===== src/rtl/stream_mux_pkg.sv =====
// Shared constants and select type for the 4-to-1 round-robin stream mux.
package stream_mux_pkg;
  localparam int NUM_SRC = 4;
  localparam int SEL_W   = 2;

  typedef logic [SEL_W-1:0] sel_t;

  function automatic sel_t sel_inc(sel_t s);
    return s + sel_t'(1);
  endfunction
endpackage


===== src/rtl/rr_arb4.sv =====
// Combinational round-robin arbiter: first asserted req at or above ptr, wrapping 3 -> 0.
module rr_arb4
  import stream_mux_pkg::*;
(
  input  logic [NUM_SRC-1:0] req,
  input  sel_t               ptr,
  output logic               gnt_vld,
  output sel_t               gnt_idx
);

  sel_t idx;

  // Walk offsets from farthest to nearest so the nearest hit wins.
  always_comb begin
    gnt_vld = 1'b0;
    gnt_idx = ptr;
    idx     = ptr;
    for (int k = NUM_SRC-1; k >= 0; k--) begin
      idx = ptr + sel_t'(k);
      if (req[idx]) begin
        gnt_vld = 1'b1;
        gnt_idx = idx;
      end
    end
  end

endmodule


===== src/rtl/stream_mux4_rr.sv =====
// 4-to-1 valid/ready stream mux with round-robin arbitration and a registered output tagged by source.
// Optional packet lock on in_last/out_last when STREAM_MUX_LAST_LOCK_EN is defined.
module stream_mux4_rr
  import stream_mux_pkg::*;
#(
  parameter int WIDTH = 8
) (
  input  logic                     clk,
  input  logic                     rst_n,
  input  logic [NUM_SRC*WIDTH-1:0] in_data,
  input  logic [NUM_SRC-1:0]       in_valid,
  output logic [NUM_SRC-1:0]       in_ready,
`ifdef STREAM_MUX_LAST_LOCK_EN
  input  logic [NUM_SRC-1:0]       in_last,
  output logic                     out_last,
`endif
  output logic [WIDTH-1:0]         out_data,
  output sel_t                     out_sel,
  output logic                     out_valid,
  input  logic                     out_ready
);

  logic [NUM_SRC-1:0][WIDTH-1:0] src_data;
  logic [NUM_SRC-1:0]            req;
  logic                          load, gnt_vld, take;
  sel_t                          gnt_idx;

  logic [WIDTH-1:0] out_data_d, out_data_q;
  sel_t             out_sel_d, out_sel_q, ptr_d, ptr_q;
  logic             out_valid_d, out_valid_q;

  assign src_data = in_data;
  assign load     = !out_valid_q || out_ready;
  assign take     = load && gnt_vld;

`ifdef STREAM_MUX_LAST_LOCK_EN
  logic lock_d, lock_q, out_last_d, out_last_q;
  sel_t lock_idx_d, lock_idx_q;

  // While locked only the owning source may compete, even if it is idle.
  always_comb begin
    req = in_valid;
    if (lock_q) begin
      req             = '0;
      req[lock_idx_q] = in_valid[lock_idx_q];
    end
  end
`else
  assign req = in_valid;
`endif

  rr_arb4 u_arb (
    .req     (req),
    .ptr     (ptr_q),
    .gnt_vld (gnt_vld),
    .gnt_idx (gnt_idx)
  );

  // Gate with rst_n so nothing handshakes while reset is held.
  always_comb begin
    in_ready = '0;
    if (take && rst_n) in_ready[gnt_idx] = 1'b1;
  end

  always_comb begin
    out_data_d  = out_data_q;
    out_sel_d   = out_sel_q;
    out_valid_d = out_valid_q;
    ptr_d       = ptr_q;
`ifdef STREAM_MUX_LAST_LOCK_EN
    lock_d      = lock_q;
    lock_idx_d  = lock_idx_q;
    out_last_d  = out_last_q;
`endif
    if (load) begin
      out_valid_d = gnt_vld;
      if (gnt_vld) begin
        out_data_d = src_data[gnt_idx];
        out_sel_d  = gnt_idx;
        ptr_d      = sel_inc(gnt_idx);
`ifdef STREAM_MUX_LAST_LOCK_EN
        out_last_d = in_last[gnt_idx];
        lock_d     = !in_last[gnt_idx];
        lock_idx_d = gnt_idx;
`endif
      end
    end
  end

  always_ff @(posedge clk or negedge rst_n) begin
    if (!rst_n) begin
      out_data_q  <= '0;
      out_sel_q   <= '0;
      out_valid_q <= 1'b0;
      ptr_q       <= '0;
`ifdef STREAM_MUX_LAST_LOCK_EN
      lock_q      <= 1'b0;
      lock_idx_q  <= '0;
      out_last_q  <= 1'b0;
`endif
    end else begin
      out_data_q  <= out_data_d;
      out_sel_q   <= out_sel_d;
      out_valid_q <= out_valid_d;
      ptr_q       <= ptr_d;
`ifdef STREAM_MUX_LAST_LOCK_EN
      lock_q      <= lock_d;
      lock_idx_q  <= lock_idx_d;
      out_last_q  <= out_last_d;
`endif
    end
  end

  assign out_data  = out_data_q;
  assign out_sel   = out_sel_q;
  assign out_valid = out_valid_q;
`ifdef STREAM_MUX_LAST_LOCK_EN
  assign out_last  = out_last_q;
`endif

endmodule


===== config.mk =====
export PLATFORM = sky130hd
export DESIGN_NAME = stream_mux4_rr
export DESIGN_NICKNAME = d
export VERILOG_FILES = /design/src/rtl/stream_mux_pkg.sv /design/src/rtl/rr_arb4.sv /design/src/rtl/stream_mux4_rr.sv
export SDC_FILE = /design/constraint.sdc
export NUM_CORES = 1
export LEC_CHECK = 0
export CORE_UTILIZATION = 36
export DETAILED_ROUTE_END_ITERATION = 10
export PLACE_DENSITY = 0.79
export RECOVER_POWER = 50
export SKIP_CTS_REPAIR_TIMING = 1
export SLEW_MARGIN = 20
export SYNTH_ARGS = -nofsm -noshare
export SYNTH_HDL_FRONTEND = slang
export SYNTH_SLANG_ARGS = --single-unit
export TNS_END_PERCENT = 50

===== constraint.sdc =====
create_clock -name clk -period 2.2 [get_ports clk]
set_input_delay 0.44 -clock clk [delete_from_list [all_inputs] [get_ports clk]]
set_output_delay 0.44 -clock clk [all_outputs]
set_load 0.005 [all_outputs]

Word level (Yosys, flattened, before mapping):

Index checks and enable logic that the tools add are counted.

* register bits: 13
* output and inout bits: 15

* $add $sub $neg: 4
* $lt $le $gt $ge: 6
* mux-type cells: 21
* reductions and logical operators: 6

Operators by type and width (number)
* binary-select mux 8 bit (select 2 bit): 1
* less-than comparator 2 x 3 -> 1 bit, second input constant: 5
* 2-to-1 mux 1 bit: 9
* binary-select mux 1 bit (select 2 bit): 4
* 2-to-1 mux 2 bit: 4
* 2-to-1 mux 8 bit: 1
* adder 2 x 1 -> 2 bit, second input constant: 2
* adder 2 bit, second input constant: 2
* 2-to-1 mux 4 bit: 1
* logical AND 1 bit: 3
* demux 1 bit (select 2 bit): 1
* greater-or-equal comparator 2 x 1 -> 1 bit, second input constant: 1
* AND reduction 2 bit: 1
* zero test 1 bit: 1
* logical OR 1 bit: 1

Logic depth before layout (Yosys ltp):

* depth in word-level cells: 12
* mapped depth: 6
* depth with buffers taken out: 5

Hierarchy:

A second synthesis with hierarchy kept.

* cells, all modules: 66
* area, all modules: 898.4 µm²

Modules (own cells, without submodules)
* stream_mux4_rr: times used 1, cells each 50, area an instance 798.3 µm²
* rr_arb4: times used 1, cells each 16, area an instance 100.1 µm²

Worst setup path before layout:

No wires, ideal clock.

* kind: input to output
* start: in in_valid[3]
* end: out in_ready[0]
* arrival time: 1.309 ns
* data required time: 1.760 ns
* setup slack: 0.451 ns
* stages: 5
* path through: nor4_1 -> a21oi_1 -> clkbuf_1 -> nand3_1 -> nor2_1

* cells in the longest elaborated chain, start to end: 11
* elaborated cells between the ends (all ways): 24
* classes of those cells: order compare (2); mux (19); reduce/logical (3)

RTL lines
* start: declaration: line stream_mux4_rr.sv:11 `input logic [NUM_SRC-1:0] in_valid,`
* binary-select mux 1 bit (select 2 bit): line rr_arb4.sv:20 `if (req[idx]) begin`
* 2-to-1 mux 1 bit (implied by the code): line rr_arb4.sv:20
* 2-to-1 mux 2 bit (4 in a row): line rr_arb4.sv:20
* less-than comparator 2 x 3 -> 1 bit (implied by the code) / greater-or-equal comparator 2 x 1 -> 1 bit (equally long branches): line stream_mux4_rr.sv:62 `if (take && rst_n) in_ready[gnt_idx] = 1'b1;`
* logical AND 1 bit (implied by the code): line stream_mux4_rr.sv:62
* 2-to-1 mux 1 bit (implied by the code): line stream_mux4_rr.sv:62
* demux 1 bit (select 2 bit): line stream_mux4_rr.sv:62
* 2-to-1 mux 4 bit (*): line stream_mux4_rr.sv:62
* end: declaration: line stream_mux4_rr.sv:12 `output logic [NUM_SRC-1:0] in_ready,`

Mark *: on every way between the ends. The rest lies on a longest branch, timed or not. The select of a mux whose other input is x is not followed.

Final worst setup path:

* start: reg ptr_q[0]
* end: out in_ready[2]

* cells in the longest elaborated chain, start to end: 12
* elaborated cells between the ends (all ways): 27
* classes of those cells: add/sub (3); order compare (2); mux (19); reduce/logical (3)

RTL lines
* start: declaration: line stream_mux4_rr.sv:29 `sel_t out_sel_d, out_sel_q, ptr_d, ptr_q;`
* start signal: assignment: line stream_mux4_rr.sv:105 `ptr_q <= ptr_d;`
* adder 2 bit: line rr_arb4.sv:19 `idx = ptr + sel_t'(k);`
* binary-select mux 1 bit (select 2 bit): line rr_arb4.sv:20
* 2-to-1 mux 1 bit (implied by the code): line rr_arb4.sv:20
* 2-to-1 mux 2 bit (4 in a row): line rr_arb4.sv:20
* less-than comparator 2 x 3 -> 1 bit (implied by the code) / greater-or-equal comparator 2 x 1 -> 1 bit (equally long branches): line stream_mux4_rr.sv:62
* logical AND 1 bit (implied by the code): line stream_mux4_rr.sv:62
* 2-to-1 mux 1 bit (implied by the code): line stream_mux4_rr.sv:62
* demux 1 bit (select 2 bit): line stream_mux4_rr.sv:62
* 2-to-1 mux 4 bit (*): line stream_mux4_rr.sv:62

Marked as above.

==> metrics <==
total track usage=0.205; delay-heaviest family, CP=buffers and inverters; hold crit path type=reg -> reg; DRT iter0 DRCs=2; Via-to-Cell Ratio=5.09; IO Count=54; GRT overflow=0; post-route minimum period=2.22 ns; failing checks=negative setup slack; syn_nets=124; hold path start=out_sel[0]; Power Dens Cells=824 mW/mm^2; Num CTS Buffers=3; hpwl dp=2.00 mm; Worst EP arrival=1.78 ns; # fillers=187; top-area cell type share of the netlist area=0.371; ys async rst share=1.00; VDD IR max=0.000510 V; core area=0.00225 mm^2; Place WS=-0.534 ns; Relative slew margins=0.614; leading area contributor after synthesis=dfrtp_1; nature of the critical path endpoint=output pin; Max Transition Viols Final=0; drt first pass iters=2; critical-path cell list=nor2b_1, a2bb2oi_2, o221ai_2, buf_4, nand3_2, buf_4, nor2_1, buf_2; Post-Synth Simple-Gate Area=0.200; Die X=51.3 um; max-cap viol count=0; n_diodes=0; Yosys warning count=0; Adder-Cell Fraction of Synth Area=0; Hold Path End=out_sel[0]; syn_area_per_cell=10.3 um^2; post-synthesis register bit count=13; CP max stage delay=0.41 ns; worst flop-to-flop path endpoint=out_data[0]; CP Data Required Time=1.76 ns; top_reg_cell synth=dfrtp_1; Clock Tree Root=clkbuf_4; Netlist cell types=29; Netlist Area Pre-Place=876 um^2; die area=0.00263 mm^2; worst r2r path cells=7; clk_lat worst skew=0.27 ns; DR vias=937; Routed WL=2.55 mm; mux cell area share after synthesis=0.183; xor/xnor share of the synthesized area=0.0100; worst-case clock buffer depth=2; TritonCTS Sinks=13; worst setup path class=reg -> out; status=complete, but fails checks; Worst-path clk slew=0.08 ns; r2r setup slk=0.29 ns; leak pwr=0.761 nW; Fin Clk Skew=0.00359 ns; gp weighted congestion=0.777; drc violations=0; hold depth=1; row count=17; Setup-failing EPs final=1; pin slew with the least headroom to its limit=0.578 ns; Seq/Total Area, Yosys=0.371; final net count=196; Post-Synthesis Cells=85; antenna-violating nets left=0; nature of the critical path startpoint=flip-flop; largest family of logic cells by synthesized area=compound AO/OA/AOI/OAI gates; final-report hold violation count=0; Layout area overhead=84.9%; most frequent cell after synthesis=mux2i_1; Setup TNS=-0.0217 ns; antenna violations before repair=0; Tcrit/Tclk final=1.01; DR WL/cell=13.9 um; crit-path most repeated cell=buf_4; Max Fanout on Critical Path=4; Final Total Pwr=1.33 mW; ratio of cells with drive above 1 in the final layout=0.269; Die Span Y=51.3 um; vias in the first global route=911; Post-synth EDFFs=0; first-pass GRT wire length=3.93 mm; Buf+Inv Stages, Crit Path=3; final worst setup slack=-0.0217 ns; RSZ-0062 raised after global routing=yes; pin count of the biggest net entering global routing=14; CTS tree=yes; commonest cells in the netlist=mux2i_1, nor2_1, dfrtp_1; r2r startpoint=ptr_q[1]; H-Tree Depth=1; f_max=0.450 GHz; ranking of synthesized cells by area=dfrtp_1, mux2i_1, a221oi_2; Initial Util=0.388; post-synthesis compound-gate area fraction=0.206; Slowest-stage cell, CP=dfrtp_1; number of buffers added on ports=53
==> metal layers <==
layer / vias to the layer above / global-route usage / share of wire
met5: - / 0 / 0
met4: 0 / 0.104 / 0.023
met3: 8 / 0.0595 / 0.081
met2: 45 / 0.351 / 0.50
met1: 423 / 0.230 / 0.39
li1: 461 / - / -
==> worst max path at each step <==
stage | from | end | cells past startpoint
2_1_floorplan | in_valid[3] | in_ready[0] | 5
5_1_grt | ptr_q[0] | in_ready[2] | 8
3_3_place_gp | in_valid[3] | in_ready[1] | 6
3_5_place_dp | in_valid[3] | in_ready[2] | 8
4_1_cts | in_valid[3] | in_ready[2] | 8
6_report | ptr_q[0] | in_ready[2] | 8
==> report_power, final <==
group / internal, mW / leakage, nW / switching, mW
Sequential: 0.329 / 0.142 / 0.0610
Clock: 0.0701 / 0.0150 / 0.0747
Combinational: 0.472 / 0.604 / 0.327
Total: 0.871 / 0.761 / 0.463
==> sequential cells by signal, indices dropped and copies added, names as in the netlist <==
| signal | flops |
|---|---|
| out_data | 8 |
| out_valid | 1 |
| ptr_q | 2 |
| out_sel | 2 |
==> cells in the final DEF (no fill, tap or decap), types with 2 or more instances in the layout <==
master           count
a221oi_2             8
buf_4               16
clkbuf_4             3
clkdlybuf4s50_1     39
dfrtp_1             12
dlygate4sd3_1        6
dlymetal6s2s_1       6
mux2i_1             16
nand2_1              5
nor2_1              15
nor2b_1              2
nor3_2               2
o21ai_1              3
==> cell type report <==
| class | count | area, um^2 | area share |
|---|---|---|---|
| Tap cell | 28 | 35.0 | 0.0216 |
| Multi-Input combinational cell | 68 | 552 | 0.341 |
| Timing Repair Buffer | 70 | 676 | 0.417 |
| Sequential cell | 13 | 327 | 0.202 |
| Clock buffer | 4 | 26.3 | 0.0162 |
| Inverter | 1 | 3.75 | 0.00232 |
==> stage by stage <==
stage	cell area (um^2)	cells	hold slack (ns)	utilization
2_1_floorplan	876	85	0.144	-
3_3_place_gp	1510	174	0.464	0.671
3_5_place_dp	1510	174	0.473	0.671
4_1_cts	1540	178	0.491	0.683
5_1_grt	1620	184	0.501	0.718
6_report	1620	184	0.484	0.718
==> cells by family (layout without fill, tap and decap cells) <==
group	Yosys count	after routing
flops	13	13
compound gates	16	16
xor+xnor	1	1
simple gates	35	35
mux	16	16
buf+inv	4	75
==> worst reg2reg max path, stage by stage, from the launching register on <==
cell and delay [ns]:
dfrtp_2 0.45, nand3b_1 0.10, nand4b_1 0.16, buf_4 0.18, and2_4 0.14, buf_4 0.14, nor2_2 0.47, a221oi_2 0.15
Power figures use the tool's default switching activity.
